**src/rtl/vga_timing_gen.sv**
```systemverilog
// Parametrised VGA raster timing generator: pixel coordinates, syncs, blanking
// and line/frame markers, all registered and advanced by a pixel clock-enable.
module vga_timing_gen #(
  parameter int   H_VISIBLE = 640,
  parameter int   H_FRONT   = 16,
  parameter int   H_SYNC    = 96,
  parameter int   H_BACK    = 48,
  parameter int   V_VISIBLE = 480,
  parameter int   V_FRONT   = 10,
  parameter int   V_SYNC    = 2,
  parameter int   V_BACK    = 33,
  parameter logic HSYNC_POL = 1'b0,
  parameter logic VSYNC_POL = 1'b0,
  parameter int   COORD_W   = 10,
  parameter int   FRAME_W   = 8
) (
  input  logic               CLK,
  input  logic               RST,
  input  logic               PIXEL_EN,
  output logic [COORD_W-1:0] HCOORD,
  output logic [COORD_W-1:0] VCOORD,
  output logic               HSYNC,
  output logic               VSYNC,
  output logic               VIDEO_ON,
  output logic               LINE_START,
  output logic               FRAME_START,
  output logic [FRAME_W-1:0] FRAME_CNT
);

  localparam int H_TOTAL = H_VISIBLE + H_FRONT + H_SYNC + H_BACK;
  localparam int V_TOTAL = V_VISIBLE + V_FRONT + V_SYNC + V_BACK;

  if (H_TOTAL > 2**COORD_W || V_TOTAL > 2**COORD_W || H_SYNC == 0 || V_SYNC == 0)
  begin : g_illegal_params
    $error("vga_timing_gen: raster does not fit COORD_W or a sync width is zero");
  end

  localparam logic [COORD_W-1:0] H_LAST = COORD_W'(H_TOTAL - 1);
  localparam logic [COORD_W-1:0] V_LAST = COORD_W'(V_TOTAL - 1);

  // Region bounds carry one extra bit so an end bound equal to 2**COORD_W still compares.
  localparam logic [COORD_W:0] H_VIS_END  = (COORD_W+1)'(H_VISIBLE);
  localparam logic [COORD_W:0] HS_START   = (COORD_W+1)'(H_VISIBLE + H_FRONT);
  localparam logic [COORD_W:0] HS_END     = (COORD_W+1)'(H_VISIBLE + H_FRONT + H_SYNC);
  localparam logic [COORD_W:0] V_VIS_END  = (COORD_W+1)'(V_VISIBLE);
  localparam logic [COORD_W:0] VS_START   = (COORD_W+1)'(V_VISIBLE + V_FRONT);
  localparam logic [COORD_W:0] VS_END     = (COORD_W+1)'(V_VISIBLE + V_FRONT + V_SYNC);

  logic [COORD_W-1:0] h_nxt;
  logic [COORD_W-1:0] v_nxt;
  logic               hs_act_nxt;
  logic               vs_act_nxt;
  logic               video_nxt;
  logic               line_start_nxt;
  logic               frame_start_nxt;
  logic [FRAME_W-1:0] frame_cnt_nxt;

  // PIXEL_EN is a plain advance strobe, not a handshake: sampled every CLK,
  // one step per cycle it is high, nothing is back-pressured.
  always_comb begin
    h_nxt = HCOORD;
    v_nxt = VCOORD;
    if (PIXEL_EN) begin
      if (HCOORD == H_LAST) begin
        h_nxt = '0;
        v_nxt = (VCOORD == V_LAST) ? '0 : VCOORD + COORD_W'(1);
      end else begin
        h_nxt = HCOORD + COORD_W'(1);
      end
    end
  end

  // Decodes look at the next coordinates so every registered flag lines up
  // with the coordinate it describes.
  always_comb begin
    hs_act_nxt      = ({1'b0, h_nxt} >= HS_START) && ({1'b0, h_nxt} < HS_END);
    vs_act_nxt      = ({1'b0, v_nxt} >= VS_START) && ({1'b0, v_nxt} < VS_END);
    video_nxt       = ({1'b0, h_nxt} < H_VIS_END) && ({1'b0, v_nxt} < V_VIS_END);
    line_start_nxt  = PIXEL_EN && (h_nxt == '0);
    frame_start_nxt = line_start_nxt && (v_nxt == '0);
    frame_cnt_nxt   = frame_start_nxt ? FRAME_CNT + FRAME_W'(1) : FRAME_CNT;
  end

  always_ff @(posedge CLK) begin
    if (RST) begin
      HCOORD      <= H_LAST;
      VCOORD      <= V_LAST;
      HSYNC       <= ~HSYNC_POL;
      VSYNC       <= ~VSYNC_POL;
      VIDEO_ON    <= 1'b0;
      LINE_START  <= 1'b0;
      FRAME_START <= 1'b0;
      FRAME_CNT   <= '1;
    end else begin
      HCOORD      <= h_nxt;
      VCOORD      <= v_nxt;
      HSYNC       <= hs_act_nxt ? HSYNC_POL : ~HSYNC_POL;
      VSYNC       <= vs_act_nxt ? VSYNC_POL : ~VSYNC_POL;
      VIDEO_ON    <= video_nxt;
      LINE_START  <= line_start_nxt;
      FRAME_START <= frame_start_nxt;
      FRAME_CNT   <= frame_cnt_nxt;
    end
  end

endmodule

```
**config.mk**
```make
export PLATFORM = sky130hd
export DESIGN_NAME = vga_timing_gen
export DESIGN_NICKNAME = d
export VERILOG_FILES = /design/src/rtl/vga_timing_gen.sv
export SDC_FILE = /design/constraint.sdc
export NUM_CORES = 1
export LEC_CHECK = 0
export BUFFER_PORTS_ARGS = -buffer_cell sky130_fd_sc_hd__buf_2
export CAP_MARGIN = 0
export CORE_MARGIN = 1
export CORE_UTILIZATION = 55
export DETAILED_ROUTE_END_ITERATION = 16
export GPL_TIMING_DRIVEN = 0
export PLACE_DENSITY = 0.81
export SYNTH_ARGS = -nofsm -noshare
export SYNTH_HDL_FRONTEND = slang
export SYNTH_SLANG_ARGS = --single-unit
export TNS_END_PERCENT = 10
```
**constraint.sdc**
```tcl
create_clock -name CLK -period 3.15 [get_ports CLK]
set_input_delay 0.315 -clock CLK [delete_from_list [all_inputs] [get_ports CLK]]
set_output_delay 0.315 -clock CLK [all_outputs]
set_load 0.02 [all_outputs]
```
Yosys cells after proc, flatten, opt, wreduce, memory -nomap -nowiden
Index checks and enable logic that the tools add are counted.
Word-level totals
  word-level logic and storage cells: 33
  bits of input ports: 3
  flip-flop bits (word level): 33
  output and inout bits: 33
Operators by class
  mux-type cells: 7
  reductions and logical operators: 7
  $add $sub $neg: 3
  magnitude comparators: 6
  equality and inequality tests: 2
Operators with widths (number)
  10-bit 2-to-1 mux: 5
  10-bit by 1-bit adder with 10-bit output, second input constant: 2
  10-bit equality test, second input constant: 2
  10-bit zero test: 2
  10-bit less-than comparator, second input constant: 2
  10-bit by 9-bit less-than comparator with 1-bit output, second input constant: 2
  10-bit greater-or-equal comparator, second input constant: 1
  10-bit by 9-bit greater-or-equal comparator with 1-bit output, second input constant: 1
  8-bit by 1-bit adder with 8-bit output, second input constant: 1
  1-bit logical AND: 5
  1-bit 2-to-1 mux: 2

Logic depth before layout (Yosys ltp)
Gate-level depths: netlist of the first run.
  depth after elaboration: 7
  depth in mapped cells: 10
  mapped depth without buffers: 9

Worst setup path after synthesis of the first run
Ideal clock, no wire load.
  kind: reg-to-reg
  start point: reg HCOORD[0]
  end point: reg FRAME_CNT[3]
  period minus slack after synthesis: 2.680 ns
  setup time: 0.120 ns
  data required time: 3.030 ns
  slack: 0.470 ns
  path buffers: 0
  cell stages (with the launch flop): 9
  arrival time: 2.560 ns
  path through: dfxtp_1 -> ha_1 -> nand4_1 -> or4_4 -> or3_1 -> xnor2_1 -> nor4_4 -> nand4_1 -> mux2i_1
On the way
  word-level cells in the longest chain between the ends: 6
  elaborated cells on any way between the ends: 10
  those cells by class: 1 x add/sub; 1 x eq/ne; 4 x mux; 4 x reduce/logical
Ends and longest elaborated chain
  from (decl): line 20  | output logic [COORD_W-1:0] HCOORD,
  from (signal assigned): line 95  | HCOORD <= h_nxt;
  10-bit by 1-bit adder with 10-bit output / 10-bit equality test (equally long branches): line 68, 64
  10-bit 2-to-1 mux: line 64  | if (HCOORD == H_LAST) begin
  10-bit 2-to-1 mux: line 63  | if (PIXEL_EN) begin
  10-bit zero test: line 79  | line_start_nxt = PIXEL_EN && (h_nxt == '0);
  1-bit logical AND: line 79
  1-bit logical AND (*): line 80  | frame_start_nxt = line_start_nxt && (v_nxt == '0);
  to (signal assigned): line 102  | FRAME_CNT <= frame_cnt_nxt;
  to (decl): line 27  | output logic [FRAME_W-1:0] FRAME_CNT
Mark *: on every way between the ends. The rest lies on a longest branch, timed or not.
A chain may end at the register's enable or synchronous reset.

Final worst setup path of the first run
  start point: reg HCOORD[0]
  end point: reg FRAME_CNT[5]
Same word-level chain as after synthesis.

==> out/results.ini, run 1 <==
[setup_path]
critPathLaunchType=register
r2r_end=FRAME_CNT[5]$_SDFFE_PP1P_
cpMaxStageDelayCell=or4_4
worstPathRequired_ns=3.33
cp_top_family=simple AND/OR/NAND/NOR gates
crit_fanout=7
worstPathArrival_ns=3.09
cp_cell_sequence=ha_1 > nand4_1 > or4_4 > or3_1 > xnor2_1 > nor4_4 > nand4_1 > mux2i_1
setup.worst_path.end_class=register
r2r_slack_ns=0.24
crit_buf_inv=0
crit_top_cell=nand4_1
max_stage_delay_ns=0.50
rr_startpoint=HCOORD[0]$_SDFF_PP1_
rr_worst_depth=8
crit_type=reg2reg

[global_route]
grt_max_degree=11
antenna_found_initial=0
grt_pass1_vias=1837
grtUsageTotal_pct=25.95
grt_pass1_wl_um=8224
grt_overflow=0

[sta]
finalWorstSetupSlack_ns=0.2365
drv_slew=0
finClkSkew_ns=0.004349
rsz0062_at_grt=false
fin_crit_ns=2.913
maxSlewHeadroom_pct=63.07
finalSetupViolCount=0
fmax_mhz=343.2
finalCritPeriodShare_pct=92.49
tns_ns=0
hold_viol_final=0
tightest_slew_ns=0.5540

[min_path]
holdCritStartpoint=RST
worstHoldPathCells=2
hp-class=in2reg
min_to=VCOORD[9]$_SDFF_PP1_

[detailed_routing]
drt_iter0_drc=183
ant_nets=0
vias=2038
wire_per_inst_um=14.18
first_pass_iters=4
postRouteWirelength_um=4851
avgViaCountPerCell=5.959
drc_errors=0

[clock_tree]
ctsLongestPathBuffers=2
cts_setup_buffers=0
clock-sinks=33
cts_tree=built
numCtsBuffers=5
cts_root_buf=clkbuf_8
htreeDepth=2
clk_latency_ns=0.29
clk_pin_slew_ns=0.07

[logic_synthesis]
synth.most_common_cell=dfxtp_1
ys_async_sr_fraction_pct=0
ys_seq_area_share_pct=32.35
ys_types=49
synth_top_area_cell=dfxtp_1
synth-seq-cells=33
netlist.area_leader.share_pct=32.35
mappedNetlistNets=260
synth_common_cells=33 x dfxtp_1, 32 x nor2_1, 20 x nand2_1
yosysWarningCount=0
synth_area_per_cell_um2=8.071
ys_top_cells_by_area=dfxtp_1 32%, nor2_1 5.9%, mux2i_1 4.4%
syn_inst=253
synth_edf_count=0
ys.flop_type=dfxtp_1
synth_area_um2=2042

[place]
place_congestion=0.8548
dp.cells=334
io_buffers=35
dp_hpwl_um=3476
dp_slack_ns=0.2789

[layout]
multiInputGateArea_um2=1282
layout.nets=302
final_cells=342
seq_area_um2=660.6
drive_gt1_share_pct=21.28
num_antenna_cells=0
synthToLayoutAreaGrowth_pct=15.87
n_fill_cell=301

[floorplanning]
ioPinCount=36
fp.dieH_um=62.93
placeableCoreArea_um2=3442
initial_utilization_pct=59.32
die-area_um2=3960
die_w_um=62.93
rows=21

[power]
leakage_uw=0.0009575
max-vdd-ir-drop_mv=0.2669
p_per_area_nw_per_um2=496.7
total_power_uw=1175

[outcome]
outcome=complete, no violations

[run]
maxCapViolCount=0

==> flip-flops by register name, indices dropped and copies added (netlist names) <==
signal,count
FRAME_START,1
LINE_START,1
VIDEO_ON,1
VCOORD,10
HCOORD,10
HSYNC,1
FRAME_CNT,8
VSYNC,1
==> worst reg2reg max path, stage by stage, from the launching register on <==
cell and delay (ns):
dfxtp_1 0.43, ha_1 0.31, nand4_1 0.20, or4_4 0.50, or3_1 0.44, xnor2_1 0.19
nor4_4 0.37, nand4_1 0.20, mux2i_1 0.16
==> worst max-delay path by stage <==
| stage | start | to | cells past startpoint |
|---|---|---|---|
| 4_1_cts | HCOORD[0]$_SDFF_PP1_ | FRAME_CNT[4]$_SDFFE_PP1P_ | 8 |
| 3_3_place_gp | HCOORD[0]$_SDFF_PP1_ | FRAME_CNT[6]$_SDFFE_PP1P_ | 9 |
| 5_1_grt | HCOORD[0]$_SDFF_PP1_ | FRAME_CNT[4]$_SDFFE_PP1P_ | 8 |
| 2_1_floorplan | HCOORD[0]$_SDFF_PP1_ | FRAME_CNT[3]$_SDFFE_PP1P_ | 8 |
| 6_report | HCOORD[0]$_SDFF_PP1_ | FRAME_CNT[5]$_SDFFE_PP1P_ | 8 |
| 3_5_place_dp | HCOORD[0]$_SDFF_PP1_ | FRAME_CNT[4]$_SDFFE_PP1P_ | 8 |
==> repair_timing <==
item / in CTS / in global routing
endpoints found under the setup margin: 0 / 8
resized for setup: 0 / 2
hold buffers: 0 / 0
endpoints found under the hold margin: 0 / 0
==> final cells by class <==
cell class	count	area share, %
multi-input cells	197	54.20
clock buffers	6	3.067
well taps	46	2.433
flip-flops and latches	33	27.92
repair buffers	35	7.403
clock inverters	2	0.4231
plain buffers	16	3.437
inverters	7	1.111
==> power by group <==
part	internal, uW	switching, uW	total, uW
Clock	153	162	315
Sequential	443	29.9	473
Combinational	151	236	387
==> cell usage in the layout, fill, tap and decap left out, drive strengths merged, types with 3 or more instances in the layout <==
master / instances
a21o: 4
a21oi: 10
and3: 3
and4: 4
buf: 43
clkbuf: 14
dfxtp: 33
ha: 4
inv: 7
mux2i: 9
nand2: 20
nand2b: 5
nand3: 11
nand4: 12
nor2: 32
nor2b: 13
nor3: 8
nor4: 6
o21ai: 9
o31ai: 3
or2: 5
or3: 3
xnor2: 8
xor2: 4
==> through the flow <==
stage	area (um2)	hold slack (ns)	utilization [%]
finish	2366	0.2661	68.74
CTS	2357	0.2567	68.48
floorplan	2042	0.4349	-
global placement	2275	0.5112	66.09
detailed placement	2275	0.5234	66.09
global route	2366	0.2636	68.74
==> cells by family (layout without fill, tap and decap cells) <==
group / after synthesis / count (layout) / share of synthesized area (%)
xor+xnor: 12 / 12 / 5.147
simple gates: 129 / 129 / 35.42
flops: 33 / 33 / 32.35
compound gates: 43 / 43 / 14.95
buf+inv: 23 / 66 / 5.269
mux: 9 / 9 / 4.412
fa+ha+maj: 4 / 4 / 2.451
==> routing by layer <==
layer / share of wire (%) / track usage, %
met1: 47 / 33.86
met5: 0 / 0
met2: 45 / 41.67
met4: 1.3 / 9.012
met3: 6.7 / 5.839
Note: power is estimated with default switching activity, not from simulation.
==> inputs of run 2 (changes only) <==
ABC_AREA = 1   (was not set)
==> out/results.ini, run 2 <==
[logic_synthesis]
synth_top_area_cell=dfxtp_1  ; unchanged
synth_edf_count=0  ; unchanged
mappedNetlistNets=286  ; was 260
synth-seq-cells=33  ; unchanged
ys_seq_area_share_pct=31.96  ; was 32.35%
synth_common_cells=71 x nand2_1, 33 x dfxtp_1, 28 x nand3_1  ; was 33 x dfxtp_1, 32 x nor2_1, 20 x nand2_1
ys_async_sr_fraction_pct=0  ; unchanged
ys_types=33  ; was 49
synth_area_um2=2067  ; was 2042 um2
synth.most_common_cell=nand2_1  ; was dfxtp_1
ys.flop_type=dfxtp_1  ; unchanged
ys_top_cells_by_area=dfxtp_1 32%, nand2_1 13%, nand3_1 6.8%  ; was dfxtp_1 32%, nor2_1 5.9%, mux2i_1 4.4%
synth_area_per_cell_um2=7.409  ; was 8.071 um2
syn_inst=279  ; was 253
yosysWarningCount=0  ; unchanged
netlist.area_leader.share_pct=31.96  ; was 32.35%

[setup_path]
worstPathArrival_ns=2.33  ; was 3.09 ns
worstPathRequired_ns=3.30  ; was 3.33 ns
critPathLaunchType=register  ; unchanged
setup.worst_path.end_class=register  ; unchanged
rr_worst_depth=12  ; was 8
crit_start=HCOORD[0]$_SDFF_PP1_  ; unchanged
crit_fanout=9  ; was 7
crit_type=reg2reg  ; unchanged
r2r_slack_ns=0.97  ; was 0.24 ns
r2r_end=FRAME_CNT[2]$_SDFFE_PP1P_  ; was FRAME_CNT[5]$_SDFFE_PP1P_
rr_startpoint=HCOORD[0]$_SDFF_PP1_  ; unchanged
crit_end=FRAME_CNT[2]$_SDFFE_PP1P_  ; was FRAME_CNT[5]$_SDFFE_PP1P_

[place]
dp_hpwl_um=3467  ; was 3476 um
place_congestion=0.9195  ; was 0.8548
dp_slack_ns=0.9904  ; was 0.2789 ns
io_buffers=34  ; was 35

[detailed_routing]
drt_iter0_drc=113  ; was 183
ant_nets=0  ; unchanged
vias=1947  ; was 2038
postRouteWirelength_um=4536  ; was 4851 um
drc_errors=0  ; unchanged
first_pass_iters=4  ; unchanged
wire_per_inst_um=12.36  ; was 14.18 um
avgViaCountPerCell=5.305  ; was 5.959

[sta]
tightest_slew_ns=0.5102  ; was 0.5540 ns
finalSetupViolCount=0  ; unchanged
hold_viol_final=0  ; unchanged
fin_crit_ns=2.182  ; was 2.913 ns
fmax_mhz=458.2  ; was 343.2 MHz
tns_ns=0  ; unchanged
finalWorstSetupSlack_ns=0.9677  ; was 0.2365 ns
rsz0062_at_grt=false  ; unchanged
finClkSkew_ns=0.008687  ; was 0.004349 ns
drv_slew=0  ; unchanged
finalCritPeriodShare_pct=69.28  ; was 92.49%
fin_hold_ws_ns=0.2343  ; was 0.2661 ns
maxSlewHeadroom_pct=65.98  ; was 63.07%

[clock_tree]
clk_pin_slew_ns=0.07  ; about the same
cts_root_buf=clkbuf_8  ; unchanged
htreeDepth=2  ; unchanged
cts_resized=0  ; unchanged
ctsLongestPathBuffers=2  ; unchanged
clk_latency_ns=0.28  ; was 0.29 ns
cts_hold_buf=0  ; unchanged
cts_setup_buffers=0  ; unchanged
cts_tree=built  ; unchanged
clock-sinks=33  ; unchanged
numCtsBuffers=5  ; unchanged

[floorplanning]
rows=21  ; unchanged
die-area_um2=4008  ; was 3960 um2
fp.dieH_um=63.31  ; was 62.93 um
placeableCoreArea_um2=3468  ; was 3442 um2
ioPinCount=36  ; unchanged
die_w_um=63.31  ; was 62.93 um
initial_utilization_pct=59.60  ; was 59.32%

[global_route]
grtUsageMet2_pct=38.31  ; was 41.67%
grt_overflow=0  ; unchanged
grt_max_degree=11  ; unchanged
grt_pass1_vias=1754  ; was 1837
grt_pass1_wl_um=7728  ; was 8224 um
grt_use_met3_pct=5.616  ; was 5.839%
met1_usage_pct=32.74  ; was 33.86%
grt-busiest-layer=met2  ; unchanged
antenna_found_initial=0  ; unchanged
grtUsageTotal_pct=24.19  ; was 25.95%

[layout]
drive_gt1_share_pct=27.41  ; was 21.28%
final_cell_mix=71 x nand2_1, 35 x buf_2, 33 x dfxtp_1  ; was 40 x buf_2, 33 x dfxtp_1, 31 x nor2_1
final_util_pct=68.54  ; was 68.74%
layout.nets=327  ; was 302
num_antenna_cells=0  ; unchanged
reg_top3=HCOORD: 10 flops, VCOORD: 10 flops, FRAME_CNT: 8 flops  ; unchanged
synthToLayoutAreaGrowth_pct=15.01  ; was 15.87%
final_common_cell=nand2_1  ; was buf_2

[run]
maxCapViolCount=0  ; unchanged

[min_path]
hp-class=in2reg  ; unchanged
worstHoldPathCells=2  ; unchanged
holdCritStartpoint=RST  ; unchanged

[power]
p_per_area_nw_per_um2=522.3  ; was 496.7 nW/um2
leakage_uw=0.001262  ; was 0.0009575 uW
total_power_uw=1242  ; was 1175 uW
max-vdd-ir-drop_mv=0.3324  ; was 0.2669 mV

[outcome]
outcome=complete, no violations  ; unchanged

[run 2: worst max-delay path, cell delays in order, from the launching register on]
cell     delay, ns
dfxtp_1       0.39
ha_1          0.18
inv_1         0.07
nor2_4        0.12
nand4_2       0.15
nor2_4        0.19
nand2_1       0.16
nand3_2       0.17
nand2_2       0.10
nor2_8        0.19
nand3_4       0.14
nand2_1       0.09
nand3_1       0.08
[run 2: cell families (layout without fill, tap and decap cells)]
kind of cell,Yosys count,in the layout,synth area share [%]
xor gates and xnor gates,8,8,3.390
AOI/OAI and AO/OA,12,12,3.571
DFF,33,33,31.96
and+or+nand+nor,184,184,50.60
adders and majority gates,4,4,2.421
buffers and inverters,38,80,8.050
[run 2: worst min path at each step]
stage / slack, ns / to
final: 0.23 / HCOORD[7]$_SDFF_PP0_
after global routing: 0.23 / HCOORD[7]$_SDFF_PP0_
after CTS: 0.23 / HCOORD[7]$_SDFF_PP0_
after detailed placement: 0.50 / FRAME_CNT[7]$_SDFFE_PP1P_
after global placement: 0.49 / FRAME_CNT[7]$_SDFFE_PP1P_
after floorplan: 0.40 / HCOORD[7]$_SDFF_PP0_
[run 2: layout make-up]
cell class	count	area [um2]
Buffer	5	38.79
Clock buffer	6	72.57
Clock inverter	2	10.01
Fill cell	308	1091
Inverter	33	127.6
Multi-Input combinational cell	208	1240
Sequential cell	33	660.6
Tap cell	46	57.56
Timing Repair Buffer	34	170.2
[run 2: routing by layer]
| metal | vias to the layer above | routed length (um) | share of wire, % |
|---|---|---|---|
| met2 | 71 | 2101 | 46 |
| met4 | 0 | 32 | 0.71 |
| met1 | 884 | 2069 | 46 |
| li1 | 988 | - | - |
| met3 | 4 | 333 | 7.3 |
| met5 | - | 0 | 0 |
[run 2: through the flow]
step                      cells  cell area, um2
final                       367            2377
after global routing        367            2377
after CTS                   367            2377
after detailed placement    359            2295
after global placement      359            2295
after floorplan             279            2067
[run 2: power breakdown]
part           internal (uW)  switching [uW]  total [uW]
Combinational            149             314         463
Sequential               445            30.8         476
Clock                    153             149         302
Total                    748             494        1240
